[config.mk]
export PLATFORM = sky130hd
export DESIGN_NAME = frame_strobe_sequencer
export DESIGN_NICKNAME = d
export VERILOG_FILES = /design/src/rtl/frame_strobe_sequencer.sv
export SDC_FILE = /design/constraint.sdc
export NUM_CORES = 1
export LEC_CHECK = 0
export BUFFER_PORTS_ARGS = -buffer_cell sky130_fd_sc_hd__buf_2
export CAP_MARGIN = 20
export CELL_PAD_IN_SITES_DETAIL_PLACEMENT = 0
export CELL_PAD_IN_SITES_GLOBAL_PLACEMENT = 1
export CORE_MARGIN = 2
export CORE_UTILIZATION = 37
export DETAILED_ROUTE_END_ITERATION = 8
export PLACE_DENSITY = 0.84
export SKIP_LAST_GASP = 1
export SLEW_MARGIN = 25
export SYNTH_ARGS = -nofsm -noshare
export SYNTH_HDL_FRONTEND = slang
export SYNTH_SLANG_ARGS = --single-unit
[constraint.sdc]
create_clock -name CLK -period 1.6 [get_ports CLK]
set_input_delay 0 -clock CLK [delete_from_list [all_inputs] [get_ports CLK]]
set_output_delay 0 -clock CLK [all_outputs]
set_load 0.03 [all_outputs]
[src/rtl/frame_strobe_sequencer.sv]
// frame_strobe_sequencer: decodes 0xFA frame headers, loads FrameData per payload word, then pulses one FrameStrobe bit.
// Optional error counter port err_cnt is built only when FRAME_SEQ_ERR_CNT_EN is defined.
module frame_strobe_sequencer #(
   parameter int MaxFramesPerCol = 20,
   parameter int FrameBitsPerRow = 32
) (
   input  logic                       CLK,
   input  logic                       RESET,
   input  logic [31:0]                in_data,
   input  logic                       in_valid,
   output logic                       in_ready,
   output logic [FrameBitsPerRow-1:0] FrameData,
   output logic [MaxFramesPerCol-1:0] FrameStrobe,
   output logic                       busy,
   output logic                       err
`ifdef FRAME_SEQ_ERR_CNT_EN
   ,
   output logic [7:0]                 err_cnt
`endif
);
   typedef enum logic [1:0] {IDLE, DATA, HOLD, STROBE} state_t;
   localparam logic [8:0] MAX_END = 9'(MaxFramesPerCol);
   state_t state, state_nx;
   logic [4:0] idx;
   logic [7:0] rem;
   logic [8:0] hdr_end;
   logic xfer, is_sync, hdr_ok, err_set, err_clr, unused_bits;
   assign in_ready = (state == IDLE) | (state == DATA);
   assign busy = state != IDLE;
   assign xfer = in_valid & in_ready;
   assign is_sync = in_data[31:24] == 8'hFA;
   assign hdr_end = {4'd0, in_data[4:0]} + {1'b0, in_data[15:8]};
   assign hdr_ok = is_sync && in_data[15:8] != 8'd0 && hdr_end <= MAX_END;
   assign err_clr = state == IDLE && xfer && is_sync && in_data[15:8] == 8'd0;
   assign err_set = state == IDLE && xfer && !hdr_ok && !err_clr;
   assign unused_bits = ^{in_data[23:16], in_data[7:5]};
   always_ff @(posedge CLK or posedge RESET) begin
      if (RESET) state <= IDLE;
      else state <= state_nx;
   end
   always_comb begin
      state_nx = state;
      case (state)
         IDLE:   state_nx = (xfer && hdr_ok) ? DATA : IDLE;
         DATA:   state_nx = xfer ? HOLD : DATA;
         HOLD:   state_nx = STROBE;
         STROBE: state_nx = (rem == 8'd1) ? IDLE : DATA;
         default: state_nx = IDLE;
      endcase
   end
   // Strobe is registered from the STROBE state, so it lands two edges after the payload load.
   always_ff @(posedge CLK or posedge RESET) begin
      if (RESET) begin
         idx         <= '0;
         rem         <= '0;
         FrameData   <= '0;
         FrameStrobe <= '0;
         err         <= 1'b0;
      end else begin
         if (state == IDLE && xfer && hdr_ok) begin
            idx <= in_data[4:0];
            rem <= in_data[15:8];
         end
         if (state == STROBE) begin
            idx <= idx + 5'd1;
            rem <= rem - 8'd1;
         end
         if (state == DATA && xfer) FrameData <= in_data;
         FrameStrobe <= (state == STROBE) ? MaxFramesPerCol'(1) << idx : '0;
         err <= err_set | (err & ~err_clr);
      end
   end
`ifdef FRAME_SEQ_ERR_CNT_EN
   always_ff @(posedge CLK or posedge RESET) begin
      if (RESET) err_cnt <= '0;
      else if (err_set && err_cnt != 8'hFF) err_cnt <= err_cnt + 8'd1;
   end
`endif
endmodule

* Yosys cells after proc, flatten, opt, wreduce, memory -nomap -nowiden *
Cells that the tools add are included.

cells by class
  add/subtract/negate cells = 3
  magnitude comparators = 1
  bitwise gates (word level) = 5
  reductions and logical operators = 17
  muxes and demuxes = 9
  eq/ne operators = 5
  shift-type cells = 1

operators with widths
  operator                number
  $mux W20                1
  $shl A1 B5 Y20 const A  1
  $mux W8                 2
  $logic_and A1 B1 Y1     10
  $mux W5                 2
  $add A5 B8 Y9           1
  $le A9 B5 Y1 const B    1
  $eq A8 B1 Y1 const B    1
  $eq A8 B8 Y1 const B    1
  $logic_not A8 Y1        1
  $pmux W2 S4             1
  $reduce_bool A8 Y1      1
  $sub A8 B1 Y8 const B   1
  $add A5 B1 Y5 const B   1
  $eq A2 B2 Y1 const B    2
  $reduce_bool A2 Y1      2
  $and A1 B1 Y1           2
  $eq A2 B1 Y1 const B    1
  $logic_not A1 Y1        2
  $logic_not A2 Y1        1
  $mux W1                 2
  $mux W2                 1
  $or A1 B1 Y1            2
  $not A1 Y1              1

word-level totals
  bits of input ports = 35
  flip-flop bits (word level) = 68
  output and inout bits = 55

* Longest topological paths before layout *
  depth after elaboration = 9
  mapped depth = 9
  depth with buffers taken out = 8

* Worst setup path after synthesis *
OpenSTA, ideal clock, no wires.

  path kind = input to register
  from = input port in_data[0]
  to = register rem[2]
  arrival = 1.739 ns
  slack = -0.262 ns
  stages on the path = 8
  buffers on the path = 1
  cell sequence = ha_1 fa_1 and4bb_1 nand4_1 a21boi_4 o211ai_4 buf_8 o221a_2

between the ends
  word-level cells in the longest chain between the ends = 5

RTL lines
  what                          RTL line  source
  start: declaration            9         input logic [31:0] in_data,
  $add A5 B8 Y9                 32        assign hdr_end = {4'd0, in_data[4:0]} + {1'b0, in_data[15:8]};
  $le A9 B5 Y1                  33        assign hdr_ok = is_sync && in_data[15:8] != 8'd0 && hdr_end <= MAX_END;
  $logic_and A1 B1 Y1           33
  $logic_and A1 B1 Y1           60        if (state == IDLE && xfer && hdr_ok) begin
  $reduce_bool A2 Y1 (no line)  n/a
  end signal: assignment        62        rem <= in_data[15:8];
  end signal: assignment        66        rem <= rem - 8'd1;
  end: declaration              25        logic [7:0] rem;

No other way between the ends.
A chain may end at the register's enable or synchronous reset.

* Worst setup path in the final report *
  from = input port in_data[0]
  to = register idx[4]

between the ends
  word-level cells in the longest chain between the ends = 5

RTL lines
  what                          RTL line  source
  $add A5 B8 Y9                 32
  $le A9 B5 Y1                  33
  $logic_and A1 B1 Y1           33
  $logic_and A1 B1 Y1           60
  $reduce_bool A2 Y1 (no line)  n/a
  end signal: assignment        61        idx <= in_data[4:0];
  end signal: assignment        65        idx <= idx + 5'd1;
  end: declaration              24        logic [4:0] idx;

No other way between the ends.

==> flow_summary_export.csv <==
group,metric,value,unit
job,max-cap-violations,0,
placement,placed_cell_area,4020,um^2
final_layout,drive_gt1_share,50.12,%
placement,gp_congestion,0.7741,
placement,numPortBuffers,89,
yosys,synth_cell_types,51,
final_layout,area_delta_synth_final,48.06,%
yosys,syn_inst,259,
timing,fin_crit,1.744,ns
final_layout,fillers,731,
final_layout,final_util,56.85,%
cts,cts.sink_count,68,
global_routing,grt_use_total,17.66,%
global_routing,antenna_found_initial,0,
min_path,hold_path_class,"in2reg",
pwr,vdd_drop_max,0.9607,mV
final_layout,fin_nets,466,
drt,ant_nets,0,
critical_path,required,1.83,ns
yosys,ys_seq_area_share,53.40,%
drt,vias,2641,
critical_path,crit_path_start_kind,"input port",
critical_path,crit_chain,"buf_8, ha_4, fa_2, and4bb_1, nand4_1, a21boi_4, buf_12, o211ai_4, buf_4, o32ai_1, a21oi_1",
critical_path,slowest_delay,0.36,ns
floorplan,dieArea,9371,um^2
critical_path,crit_path_end_kind,"register",
min_path,hold_end,"FrameData[4]$_DFFE_PP0P_",
final_layout,design_area,4718,um^2
timing,final_hold_viol_count,0,
critical_path,slowest_stage,"fa_2",
pwr,fin_total_pwr,0.007799,W
yosys,synth_edf_count,0,
floorplan,fp.dieH,96.81,um
cts,numCtsBuffers,9,
timing,setup_tns,-1.113,ns
final_layout,num_antenna_cells,0,
global_routing,grt_pass1_vias,2681,
timing,hold-worst-slack,0.02963,ns
critical_path,cp.arrival,1.97,ns
pwr,power.leakage,2.298,nW
outcome,violations,"setup timing",
cts,cts_max_level,3,
floorplan,die_x,96.81,um
floorplan,core_area,8299,um^2
global_routing,grt_pass1_wl,13280,um
floorplan,num_rows,33,
drt,wl_per_cell,15.09,um
yosys,syn-cell-area,3187,um^2
critical_path,crit_fanout,8,
min_path,min_from,"in_data[4]",
global_routing,overflow,0,
yosys,yosys_warnings,0,
min_path,whs_path_depth,3,
timing,maxSlewHeadroom,64.69,%
critical_path,crit_type,"in2reg",
cts,clockBufferDepth,2,
cts,cts_tree,"done",
cts,clock-root-buffer,"clkbuf_8",
critical_path,rr_worst_depth,7,
drt,wl,7935,um
yosys,synthArstFlopShare,100.0,%
drt,drt-pass1-iter-count,4,
yosys,ys_seq_elements,68,
pwr,cellPowerDensity,1653,nW/um^2
drt,drc,0,
timing,final.period_utilization,109.0,%
floorplan,ios,90,
timing,clock_skew,0.007145,ns
drt,vias_per_cell,5.021,
yosys,ys.flop_type,"dfrtp_1",
timing,rsz0062_at_grt,"true",
outcome,status,"finished with violations",
cts,clock_latency,0.34,ns
timing,drv_slew,0,
global_routing,grt_start_max_net_pins,47,
timing,max_freq,573.4,MHz
timing,setup_ws,-0.1441,ns
timing,tightest_slew,0.5285,ns
floorplan,start_util,38.40,%
yosys,syn_area_per_cell,12.30,um^2
critical_path,r2r-end,"idx[4]$_DFFE_PP0P_",
drt,drtIter0Drc,106,
cts,clk_pin_slew,0.07,ns
placement,post-dp-hpwl,5420,um
timing,setup-violations-final,12,
critical_path,crit_start,"in_data[0]",
critical_path,reg2reg_slack,-0.02,ns
yosys,synth_nets,308,
[per-stage QoR]
stage               std cells  worst slack (ns)
global placement          476           -0.4990
finish                    526           -0.1441
CTS                       525          -0.09443
floorplan                 259           -0.1763
detailed placement        476           -0.5769
global route              526           -0.2358
[cells in the mapped netlist, types with 2 or more instances]
cell	n	area, um^2
dfrtp_1	68	1702
mux2_2	32	360.4
nor2_1	21	78.83
ha_1	13	162.7
nand2_1	12	45.04
and3_1	10	62.56
inv_1	10	37.54
a21oi_1	9	45.04
nand3_1	9	45.04
o21ai_0	8	40.04
clkbuf_1	5	18.77
mux2i_1	5	50.05
nor3_1	5	25.02
o221a_2	4	45.04
a211oi_1	3	22.52
a31oi_1	3	18.77
and2_1	3	18.77
a21o_1	2	15.01
nor2_2	2	12.51
nor3b_1	2	15.01
o32ai_1	2	17.52
or4_1	2	15.01
[logic make-up (layout without fill, tap and decap cells)]
group                    count (synthesis)  count (layout)  share of synthesized area [%]
buffers and inverters                   19             180                          2.866
AO/OA/AOI/OAI                           41              42                          10.05
XOR/XNOR                                 1               1                         0.2749
adder cells (fa/ha/maj)                 14              14                          5.732
AND/OR/NAND/NOR                         79              79                          14.80
flip-flops                              68              68                          53.40
multiplexers                            37              37                          12.88
[routing by layer]
layer,global-route usage [%],share of wire [%],up-vias
met5,0,0,-
met4,4.984,1.5,0
met3,5.347,4.6,12
met2,29.59,52,73
met1,22.15,42,1299
li1,-,-,1257
[timing repair]
| action | 4_1_cts | 5_1_grt |
|---|---|---|
| endpoints found under the setup margin | 13 | 15 |
| cloned | 1 | 0 |
| endpoints found under the hold margin | 43 | 0 |
| pin swaps | 10 | 13 |
| resized for setup | 19 | 18 |
| hold buffers | 22 | 0 |
| buffers inserted | 11 | 1 |
[cell usage in the layout, fill, tap and decap left out, types with 2 or more instances in the layout]
cell	netlist	final
nor2_1	21	21
a21o_1	2	2
o21ai_1	0	6
buf_12	0	4
a211oi_1	3	2
nand3_2	0	2
and3_1	10	10
ha_1	13	11
o221a_4	0	3
dlygate4sd3_1	0	22
o21ai_0	8	2
nand2_2	0	2
a21oi_1	9	5
and2_1	3	3
clkbuf_8	0	10
nand2_1	12	10
dfrtp_1	68	68
nand3_1	9	7
buf_2	1	87
a21oi_2	0	4
mux2_2	32	32
inv_1	10	9
nor3_1	5	4
o211ai_4	1	2
or4_1	2	2
mux2i_1	5	5
a31oi_1	3	3
bufinv_16	0	2
nor3b_1	2	2
buf_4	0	32
buf_6	1	8
[cell type report]
type                    instances  area, um^2  share of cell area [%]
multi-input cells             173        1544                   32.72
well taps                     105       131.4                   2.784
repair buffers                154        1081                   22.91
clock inverters                 4       73.82                   1.565
flip-flops and latches         68        1702                   36.06
clock buffers                  11       141.4                   2.997
inverters                      11       45.04                  0.9547
[power by group]
group          switching (W)  internal, W  total [W]
Combinational        0.00209      0.00143    0.00352
Sequential          0.000418      0.00233    0.00274
Clock               0.000622     0.000912    0.00153
Total                0.00313      0.00467    0.00780
[sequential cells by signal (all words and copies together), names as in the netlist, named ones only]
| name | flops |
|---|---|
| err | 1 |
| FrameStrobe | 20 |
| FrameData | 32 |
| state | 1 |
| rem | 8 |
| idx | 5 |
[worst max path at each step]
stage	to	cells past startpoint
floorplan	idx[0]$_DFFE_PP0P_	9
global placement	idx[3]$_DFFE_PP0P_	9
detailed placement	rem[5]$_DFFE_PP0P_	9
CTS	idx[2]$_DFFE_PP0P_	11
global route	idx[4]$_DFFE_PP0P_	11
finish	idx[4]$_DFFE_PP0P_	11
[worst max-delay path, delay by kind of cell]
kind / cells / cell delay (ns)
compound gates: 4 / 0.59
buf+inv: 3 / 0.41
fa+ha+maj: 2 / 0.51
simple gates: 2 / 0.44
Power figures use the tool's default switching activity.
